**config.mk**
```make
export PLATFORM = sky130hd
export DESIGN_NAME = sto_write_buffer
export DESIGN_NICKNAME = d
export VERILOG_FILES = /design/src/rtl/sto_write_buffer.sv
export SDC_FILE = /design/constraint.sdc
export NUM_CORES = 1
export LEC_CHECK = 0
export BUFFER_PORTS_ARGS = -buffer_cell sky130_fd_sc_hd__clkbuf_2
export CAP_MARGIN = 5
export CELL_PAD_IN_SITES_DETAIL_PLACEMENT = 1
export CELL_PAD_IN_SITES_GLOBAL_PLACEMENT = 1
export CORE_AREA = 2 2 137 139
export DETAILED_ROUTE_END_ITERATION = 10
export DIE_AREA = 0 0 139 141
export PLACE_DENSITY_LB_ADDON = 0.1
export SKIP_CTS_REPAIR_TIMING = 1
export SYNTH_ARGS = -nofsm -noshare
export SYNTH_HDL_FRONTEND = slang
export SYNTH_SLANG_ARGS = --single-unit
```
**constraint.sdc**
```tcl
create_clock -name clk -period 2.4 [get_ports clk]
set_clock_uncertainty 0.05 [all_clocks]
set_input_delay 0.24 -clock clk [delete_from_list [all_inputs] [get_ports clk]]
set_output_delay 0.24 -clock clk [all_outputs]
set_load 0.01 [all_outputs]
```
**src/rtl/sto_write_buffer.sv**
```systemverilog
// -----------------------------------------------------------------------------
// sto_write_buffer
//
// Write side of the data-memory interface. STO store requests handed over from
// the MEM/WB pipeline register are queued in a small circular FIFO and drained
// to the data RAM one at a time over a we/ack handshake. Loads can look up the
// queue combinationally so they observe stores that have not reached RAM yet.
//
// Parameters
//   DEPTH  number of queued stores (power of two, >= 2)
//   AW     address width
//   DW     data width
//
// Ports
//   clk          rising-edge clock
//   rst          synchronous, active-high reset
//   in_mem_write store request valid
//   in_imm       store address
//   in_mem_data  store data
//   full         queue holds DEPTH entries; upstream must stall
//   empty        queue holds no entries
//   count        current occupancy
//   overflow     sticky: a store arrived while full and was dropped
//   ram_we       write strobe to the data RAM
//   ram_addr     write address (head entry), zero while ram_we is low
//   ram_wdata    write data (head entry), zero while ram_we is low
//   ram_ack      RAM accepted the write this cycle
//   lookup_addr  load address to check against queued stores
//   lookup_hit   a queued store matches lookup_addr
//   lookup_data  data of the youngest matching store, zero on miss
// -----------------------------------------------------------------------------
module sto_write_buffer #(
    parameter int DEPTH = 4,
    parameter int AW    = 8,
    parameter int DW    = 8
) (
    input  logic                        clk,
    input  logic                        rst,
    input  logic                        in_mem_write,
    input  logic [AW-1:0]               in_imm,
    input  logic [DW-1:0]               in_mem_data,
    output logic                        full,
    output logic                        empty,
    output logic [$clog2(DEPTH):0]      count,
    output logic                        overflow,
    output logic                        ram_we,
    output logic [AW-1:0]               ram_addr,
    output logic [DW-1:0]               ram_wdata,
    input  logic                        ram_ack,
    input  logic [AW-1:0]               lookup_addr,
    output logic                        lookup_hit,
    output logic [DW-1:0]               lookup_data
);

    localparam int PW = $clog2(DEPTH);
    localparam int CW = PW + 1;

    typedef enum logic {
        IDLE  = 1'b0,
        WRITE = 1'b1
    } state_t;

    state_t state;

    // Queue storage holds only data; it carries no reset because validity is
    // tracked entirely by head/count.
    logic [AW-1:0] addr_mem [DEPTH];
    logic [DW-1:0] data_mem [DEPTH];

    logic [PW-1:0] head;
    logic [PW-1:0] tail;

    logic          push_ok;
    logic          pop;
    logic [CW-1:0] count_next;

    // Occupancy flags come straight from the registered count.
    assign full  = (count == CW'(DEPTH));
    assign empty = (count == '0);

    // A push while full is dropped; a pop only happens on an acknowledged
    // strobe, so ram_ack while ram_we is low has no effect.
    assign push_ok    = in_mem_write & ~full;
    assign pop        = ram_we & ram_ack;
    assign count_next = count + CW'(push_ok) - CW'(pop);

    // Head entry is presented only while strobing so idle outputs read zero.
    // head cannot move while ram_we waits for ack, and a push never lands on
    // the head slot while it is occupied, so these stay stable during a stall.
    assign ram_addr  = ram_we ? addr_mem[head] : '0;
    assign ram_wdata = ram_we ? data_mem[head] : '0;

    // -------------------------------------------------------------------------
    // Queue storage write
    // -------------------------------------------------------------------------
    always_ff @(posedge clk) begin
        if (push_ok) begin
            addr_mem[tail] <= in_imm;
            data_mem[tail] <= in_mem_data;
        end
    end

    // -------------------------------------------------------------------------
    // Pointers, occupancy, overflow flag and drain FSM
    // -------------------------------------------------------------------------
    always_ff @(posedge clk) begin
        if (rst) begin
            state    <= IDLE;
            ram_we   <= 1'b0;
            head     <= '0;
            tail     <= '0;
            count    <= '0;
            overflow <= 1'b0;
        end else begin
            if (push_ok) begin
                tail <= tail + 1'b1;
            end
            if (pop) begin
                head <= head + 1'b1;
            end
            count <= count_next;

            if (in_mem_write && full) begin
                overflow <= 1'b1;
            end

            case (state)
                IDLE: begin
                    // Strobe rises the cycle after count is seen nonzero.
                    if (count != '0) begin
                        state  <= WRITE;
                        ram_we <= 1'b1;
                    end
                end
                WRITE: begin
                    // Keep strobing back-to-back while anything remains,
                    // including a store pushed in the same ack cycle.
                    if (ram_ack && (count_next == '0)) begin
                        state  <= IDLE;
                        ram_we <= 1'b0;
                    end
                end
                default: begin
                    state  <= IDLE;
                    ram_we <= 1'b0;
                end
            endcase
        end
    end

    // -------------------------------------------------------------------------
    // Store-to-load bypass lookup
    // -------------------------------------------------------------------------
    // Walk from oldest (head) to youngest; later matches overwrite earlier
    // ones so the youngest matching store wins.
    logic [PW-1:0] lk_idx;

    always_comb begin
        lookup_hit  = 1'b0;
        lookup_data = '0;
        lk_idx      = '0;
        for (int k = 0; k < DEPTH; k++) begin
            lk_idx = head + PW'(k);
            if ((CW'(k) < count) && (addr_mem[lk_idx] == lookup_addr)) begin
                lookup_hit  = 1'b1;
                lookup_data = data_mem[lk_idx];
            end
        end
    end

endmodule

```
==> metrics.txt, run 1 <==
Hold Crit Class=in2reg; DP HPWL=10.79 mm; reg2reg path depth=14; violated checks=setup timing; commonest non-fill, non-tap cell in the layout=buf_4; Starting Density=0.2724; via/cell ratio=4.910; Fill cells=1991; Final Critical Period=3.319 ns; critical-path maximum fanout=5; internal power=3.353 mW; CTS Sinks=76; Post-DRT Antenna Nets=0; final setup violation count=10; initial antenna violation count=0; Placed Area=6095 µm²; Peak VDD IR=0.4165 mV; CTS Buf Count=9; Hold Startpoint=in_mem_data[1]; DRC viols=0; number of global-route vias before repair=3944; Avg Cell Area, Syn=12.57 µm²; Die Height=141 µm; CP endpoint kind=output pin; Reg-to-Reg End=state$_SDFF_PP0_; most frequent cells in the layout=buf_4, edfxtp_1, clkbuf_2; Die X=139 µm; drt initial violations=162; Top FF cell, synth=edfxtp_1; number of synthesized register bits=76; Hold Crit Endpoint=data_mem[1][1]$_DFFE_PP_; drt wl/cell=19.79 µm; Longest Clk Path Bufs=2; power share of the clock group=0.254; post-synthesis sequential area ratio=0.4345; row cnt=50; Post-Syn Instances=396; area share of the largest cell type after synthesis=0.3862; RSZ-0062 raised after global routing=true; Max-slew headroom=0.7311; register clock-pin slew on the reported worst setup and hold paths=0.06 ns; synthesis-to-layout area growth=35.20%; # port buffers=59; Post-synth EDFFs=64; worst hold path depth=1; via count=3800; Worst-Skew Late Latency=0.35 ns; worst setup path class=reg2out; asr flop ratio synth=0; worst slew pin tran=0.4000 ns; share of cells above drive strength 1=0.4583; Synth cell types=49; Global Route Usage Sum=0.1519; startpoint types=flop; setup TNS=-8.007 ns; cell area after synthesis=4976 µm²; Peak Freq=0.3013 GHz; Die Area=19600 µm²; Synthesis Warnings=0; FF-to-FF setup slack=-0.03 ns; Core Area=18270 µm²; status=complete, but fails checks; syn nets=433; Synth area leader=edfxtp_1; Multi-input gate area=2750 µm²; grt total ovfl=0; DR pass1 iterations=4; Max Cap Viol=0; Final Instance Area=6728 µm²; P_leak=2.518 nW; Final Cycle Share=1.383; hold slack=0.05738 ns; TritonCTS clock tree=yes; final worst slack=-0.9192 ns; DRT Wirelength=15.31 mm; sw power=1.673 mW; largest net degree at the start of global routing=31; Ports=60; max-slew violations=0; Sw Share=0.3328; Seq. cell area=2173 µm²; RR Startpoint=count[2]$_SDFF_PP0_; Pwr Density=747.0 nW/µm²; gp weighted congestion=0.7689; root buffer cell=clkbuf_16; Hold Fails Final Rpt=0; combinational power share=0.397; first-pass GRT wire length=22.68 mm; Required @ worst endpoint=2.11 ns; Reg power frac=0.350; Synth area leaders=edfxtp_1, mux4_2, mux2i_1; fin nets=571; CTS H-tree depth=3; Critical Path AT=3.03 ns
[routing by layer]
| layer | vias up | GRT usage | share of wire | routed length [µm] |
|---|---|---|---|---|
| met1 | 1934 | 0.2032 | 0.46 | 7088 |
| met4 | 0 | 0.04572 | 0.013 | 198 |
| met2 | 48 | 0.2499 | 0.50 | 7611 |
| met5 | - | 0 | 0 | 0 |
| met3 | 14 | 0.03057 | 0.027 | 416 |
| li1 | 1804 | - | - | - |
[cell usage after synthesis, types with 2 or more instances]
cell / n
xor2_1: 9
buf_6: 6
buf_1: 6
and2_1: 19
o32a_1: 7
mux2i_1: 42
buf_2: 6
or3_4: 2
and3_1: 14
nor4b_1: 2
a31oi_1: 7
nor2_1: 15
mux4_2: 26
nand4_1: 3
inv_1: 11
a21oi_1: 5
a211oi_1: 21
mux2_2: 11
xnor2_1: 27
dfxtp_1: 12
clkbuf_1: 14
nand2_1: 6
nor2b_1: 13
nor3_1: 7
ha_1: 8
o21ai_0: 8
edfxtp_1: 64
nand3_1: 2
o2111ai_1: 3
[kinds of logic after synthesis]
group | Yosys count | share of synthesized area
fa+ha+maj | 9 | 0.02414
xor+xnor | 36 | 0.06337
simple gates | 91 | 0.1099
compound gates | 59 | 0.08901
flops | 76 | 0.4345
mux | 81 | 0.2321
buf+inv | 44 | 0.04702
[worst max-delay path: stages (launching register included)]
cell and delay [ns]:
dfxtp_4 0.41, buf_8 0.13, mux4_2 0.52, xnor2_2 0.16, nand4_1 0.15, or3_4 0.45
buf_6 0.15, or2b_1 0.22, buf_6 0.11, a311oi_2 0.03, nor3_2 0.18, buf_2 0.17
[sequential cells by signal, indices dropped and copies added (netlist names), named ones only]
| register | flops |
|---|---|
| overflow | 1 |
| tail | 2 |
| ram_we | 1 |
| addr_mem | 32 |
| state | 1 |
| head | 2 |
| data_mem | 32 |
| count | 3 |
[power by group through the flow]
stage               logic, mW  registers [mW]  clock network, mW
finish                   1.99            1.76               1.27
global route             2.19            1.78               1.37
CTS                      1.90            1.75               1.32
detailed placement       1.89            1.78                  0
global placement         1.86            1.77                  0
floorplan                1.08            1.77                  0
[worst max path at each step]
stage	from	to	slack, ns	cells after the start
after global routing	head[1]$_SDFFE_PP0P_	lookup_data[5]	-1.03	11
after global placement	head[1]$_SDFFE_PP0P_	lookup_data[0]	-0.53	10
final	head[1]$_SDFFE_PP0P_	lookup_data[6]	-0.92	11
after detailed placement	head[1]$_SDFFE_PP0P_	lookup_data[1]	-0.59	10
after CTS	head[1]$_SDFFE_PP0P_	lookup_data[0]	-0.97	9
after floorplan	head[1]$_SDFFE_PP0P_	lookup_data[1]	-0.27	10
[stage by stage]
stage | instances | utilization | total power [mW] | setup slack (ns)
6_report | 774 | 0.3683 | 5.026 | -0.9192
3_5_place_dp | 740 | 0.3336 | 3.664 | -0.5909
3_3_place_gp | 740 | 0.3336 | 3.631 | -0.5322
5_1_grt | 773 | 0.3682 | 5.339 | -1.028
2_1_floorplan | 396 | - | 2.855 | -0.2693
4_1_cts | 756 | 0.3487 | 4.966 | -0.9657
[cell type report]
class / count / area share
Antenna cell: 1 / 0.0003720
Tap cell: 234 / 0.04352
Inverter: 11 / 0.006881
Clock buffer: 14 / 0.03943
Timing Repair Buffer: 159 / 0.1765
Sequential cell: 76 / 0.3230
Clock inverter: 2 / 0.001488
Multi-Input combinational cell: 277 / 0.4088
Power figures use the tool's default switching activity.
==> inputs of run 2 (changes only) <==
Settings changed: SKIP_LAST_GASP from default to 1.
==> run 2 against run 1 <==
The flow still finishes with violations (setup timing); worst hold slack worse by 0.00057 ns; cell count unchanged; clock power about the same; highest routed layer unchanged; sequential cell count unchanged; sequential share of layout area up 0.078 points; die area unchanged; critical path depth down 1; sequential power about the same; setup slack worse by 0.025 ns; largest cell class unchanged; largest power group unchanged.
==> metrics.txt, run 2 (synthesis gave the netlist of run 1 again) <==
status=complete, but fails checks; violated checks=setup timing; max-slew violations=0; placed cells=740; DRT Wirelength=15.28 mm; Final Instance Area=6711 µm²; CP bufs+invs=3; most frequent cells in the layout=buf_4, edfxtp_1, clkbuf_2; grt total ovfl=0; power share of the clock group=0.254; final worst slack=-0.9443 ns; CP delay by family, top=simple AND/OR/NAND/NOR gates; Critical Path AT=3.05 ns; Pwr Density=748.0 nW/µm²; critical-path maximum fanout=5; Core Area=18270 µm²; Longest Clk Path Bufs=2; startpoint types=flop; commonest non-fill, non-tap cell in the layout=buf_4; synthesis-to-layout area growth=34.88%; internal power=3.349 mW; initial antenna violation count=0; hold slack=0.05681 ns; Max-slew headroom=0.7314; share of cells above drive strength 1=0.4527; Required @ worst endpoint=2.11 ns; root buffer cell=clkbuf_16; worst setup path class=reg2out; CTS Sinks=76; # port buffers=59; DP HPWL=10.79 mm; number of global-route vias before repair=3944; post-layout util=0.3674; met3 wire len=397 µm; post-route insts no fill=774; TritonCTS clock tree=yes; Peak Freq=0.2990 GHz; Worst-Skew Late Latency=0.35 ns; CTS H-tree depth=3; Ports=60; met1 WL=7.079 mm; drt wl/cell=19.74 µm; top layer in use=met4; row cnt=50; CTS Buf Count=9; combinational power share=0.396; DRC viols=0; Reg power frac=0.350; RSZ-0062 raised after global routing=true; largest net degree at the start of global routing=31; CP endpoint kind=output pin; Die X=139 µm; Max Cap Viol=0; met2 WL=7.605 mm; via/cell ratio=4.902; Global Route Usage Sum=0.1519; Final Cycle Share=1.393; Final Critical Period=3.344 ns; via count=3794; worst slew pin tran=0.3995 ns; Post-DRT Antenna Nets=0; Critical-path top delay cell=mux4_2; Final Total Pwr=5.020 mW; drt initial violations=189; Sw Share=0.3328; DR pass1 iterations=4; Placed Area=6095 µm²; Die Area=19600 µm²; Hold Crit Class=in2reg; Die Height=141 µm; CP peak stage delay=0.52 ns; Peak VDD IR=0.4166 mV; register clock-pin slew on the reported worst setup and hold paths=0.06 ns; setup TNS=-8.099 ns; Hold Fails Final Rpt=0; P_leak=2.514 nW; first-pass GRT wire length=22.68 mm; sw power=1.671 mW; fin nets=571; pre-CTS WS=-0.5909 ns; gp weighted congestion=0.7689; Starting Density=0.2724; leading registers by flop count=addr_mem: 32 flops, data_mem: 32 flops, count: 3 flops; critical-path cell list=buf_4 -> mux4_2 -> xnor2_2 -> nand4_1 -> or3_4 -> buf_12 -> and3_1 -> a211oi_1 -> o32a_1 -> clkbuf_2; final setup violation count=11
==> run 2: metal layers <==
layer | track usage | vias up
met4 | 0.04572 | 0
met3 | 0.03057 | 13
met2 | 0.2499 | 53
met5 | 0 | -
li1 | - | 1806
met1 | 0.2032 | 1922
==> run 2: power groups by stage <==
stage	Combinational [mW]	Sequential [mW]	Clock, mW
floorplan	1.08	1.77	0
global placement	1.86	1.77	0
detailed placement	1.89	1.78	0
CTS	1.90	1.75	1.32
global route	2.18	1.78	1.37
finish	1.99	1.76	1.28
==> run 2: final timing paths <==
kind,startpoint,end,slack [ns],cells after the start
hold reg to reg,overflow$_SDFFE_PP0P_,overflow$_SDFFE_PP0P_,0.42,2
setup reg to reg,count[2]$_SDFF_PP0_,state$_SDFF_PP0_,-0.03,14
setup / recovery,head[1]$_SDFFE_PP0P_,lookup_data[1],-0.94,10
hold / removal,in_mem_data[1],data_mem[1][1]$_DFFE_PP_,0.06,1
==> run 2: final cells by class <==
| type | count | area [µm²] |
|---|---|---|
| diodes | 1 | 2.502 |
| clock buffers | 14 | 265.3 |
| clock inverters | 2 | 10.01 |
| fillers | 1995 | 11560 |
| inverters | 11 | 46.29 |
| multi-input cells | 277 | 2734 |
| flip-flops and latches | 76 | 2173 |
| well taps | 234 | 292.8 |
| repair buffers | 159 | 1187 |
==> run 2: worst register-to-register path: stages (launching register included) <==
cell,delay (ns)
dfxtp_4,0.38
inv_6,0.08
buf_6,0.10
nor3_4,0.04
nor2b_1,0.15
inv_1,0.06
ha_1,0.28
inv_1,0.06
ha_2,0.16
inv_2,0.04
fa_1,0.53
nand2_1,0.07
nor3_2,0.09
a21oi_1,0.09
a21boi_0,0.13
==> inputs of run 3 (changes only) <==
Settings changed: PLACE_DENSITY_LB_ADDON 0.1 to 0.3, SKIP_CTS_REPAIR_TIMING 1 to default.
==> run 3 against run 2 <==
The run still ends with setup timing left; via count down 0.47%; core utilization down 0.096 points; critical path depth unchanged; first-iteration DRC count up 3.7%; worst hold slack better by 0.011 ns; critical path type unchanged; largest cell class unchanged.
==> metrics.txt, run 3 (synthesis gave the netlist of run 1 again) <==
P_leak=2.467 nW; Global Route Usage Sum=0.1491; Peak Freq=0.3008 GHz; Final Critical Period=3.324 ns; final worst slack=-0.9243 ns; Hold Crit Class=in2reg; Max Cap Viol=0; Critical-path top delay cell=or4_4; Post-CTS Hold Buffers=0; Starting Density=0.2724; max-slew violations=0; CP endpoint kind=output pin; CTS Buf Count=9; Post-DRT Antenna Nets=0; CP delay by family, top=simple AND/OR/NAND/NOR gates; Peak VDD IR=0.3170 mV; gr busiest metal=met2; violated checks=setup timing; met3 GRT Util=0.02344; critical-path cell list=buf_4 -> mux2i_4 -> xnor2_2 -> or4_4 -> a221oi_4 -> buf_6 -> and3_4 -> a211oi_2 -> o32a_1 -> buf_2; via/cell ratio=4.930; Die Area=19600 µm²; Max-slew headroom=0.6161; CTS H-tree depth=3; Final Total Pwr=4.970 mW; first-pass GRT wire length=22.65 mm; CP bufs+invs=3; via count=3776; drt wl/cell=18.84 µm; Core Area=18270 µm²; DP HPWL=10.10 mm; status=complete, but fails checks; CTS Sinks=76; Ports=60; Die X=139 µm; root buffer cell=clkbuf_16; worst hold path depth=1; fin nets=564; Required @ worst endpoint=2.11 ns; # port buffers=59; leading registers by flop count=addr_mem: 32 flops, data_mem: 32 flops, count: 3 flops; Worst-Skew Late Latency=0.34 ns; Final Cycle Share=1.385; Global Route met2 Usage=0.2699; RSZ-0062 raised after global routing=true; antenna cells=0; startpoint types=flop; DR pass1 iterations=4; DRC viols=0; Longest Clk Path Bufs=2; initial antenna violation count=0; row cnt=50; reg2reg path depth=14; worst setup path class=reg2out; gp weighted congestion=0.8245; register clock-pin slew on the reported worst setup and hold paths=0.06 ns; commonest non-fill, non-tap cell in the layout=buf_4; number of global-route vias before repair=4064; share of cells above drive strength 1=0.4718; drt initial violations=196; Critical Path AT=3.03 ns; met1 Use GR=0.1819; Worst path depth=10; worst slew pin tran=0.5678 ns; TritonCTS clock tree=yes; grt total ovfl=0; synthesis-to-layout area growth=34.52%; Hold Fails Final Rpt=0; CP peak stage delay=0.50 ns; hold slack=0.06774 ns; Pwr Density=742.5 nW/µm²; final setup violation count=10; DRT Wirelength=14.43 mm; critical-path maximum fanout=7; largest net degree at the start of global routing=40; setup TNS=-7.991 ns; Die Height=141 µm; most frequent cells in the layout=buf_4, edfxtp_1, clkbuf_2
==> run 3: changes by cell type in the layout (fill, tap and decap cells not counted), sizes merged <==
cell    change
clkinv      +3
or3         -1
buf         -4
diode       -1
clkbuf      -5
==> run 3: final cells by class <==
class | count | area, µm²
fill | 1981 | 11570
multi-input combinational | 276 | 2791
sequential | 76 | 2173
timing repair buffer | 153 | 1131
tap | 234 | 292.8
clock buffer | 11 | 232.7
inverter | 11 | 43.79
clock inverter | 5 | 28.78
==> run 3: repair_timing <==
| item | in CTS | in global routing |
|---|---|---|
| setup buffers | 12 | 11 |
| endpoints found under the setup margin | 19 | 20 |
| resized for setup | 44 | 20 |
| pin swaps | 23 | 7 |
| gates cloned | 2 | 0 |
==> run 3: final timing paths <==
check	slack, ns	end	startpoint
worst max register to register	-0.02	state$_SDFF_PP0_	count[2]$_SDFF_PP0_
worst min register to register	0.42	overflow$_SDFFE_PP0P_	overflow$_SDFFE_PP0P_
worst max-delay path	-0.92	lookup_data[7]	head[1]$_SDFFE_PP0P_
worst min-delay path	0.07	data_mem[2][2]$_DFFE_PP_	in_mem_data[2]
==> run 3: per-layer routing <==
| layer | part of all wire | wire, µm | vias to the layer above |
|---|---|---|---|
| met5 | 0 | 0 | - |
| met4 | 0.012 | 166 | 0 |
| met3 | 0.024 | 340 | 12 |
| met2 | 0.53 | 7594 | 54 |
| met1 | 0.44 | 6332 | 1928 |
| li1 | - | - | 1782 |
==> run 3: power breakdown <==
part	total [mW]	leakage, nW	internal, mW	switching, mW
sequential	1.76	0.688	1.63	0.133
combinational	1.99	1.65	0.988	0.999
clock	1.22	0.133	0.695	0.529
==> run 3: metrics by stage <==
stage            util  instances  worst slack (ns)  instance area, µm²
4_1_cts        0.3579        756           -0.8955                6539
5_1_grt        0.3664        766            -1.011                6694
2_1_floorplan       -        396           -0.2693                5006
3_5_place_dp   0.3258        726           -0.8691                5952
3_3_place_gp   0.3258        726           -0.8719                5952
6_report       0.3664        766           -0.9243                6694
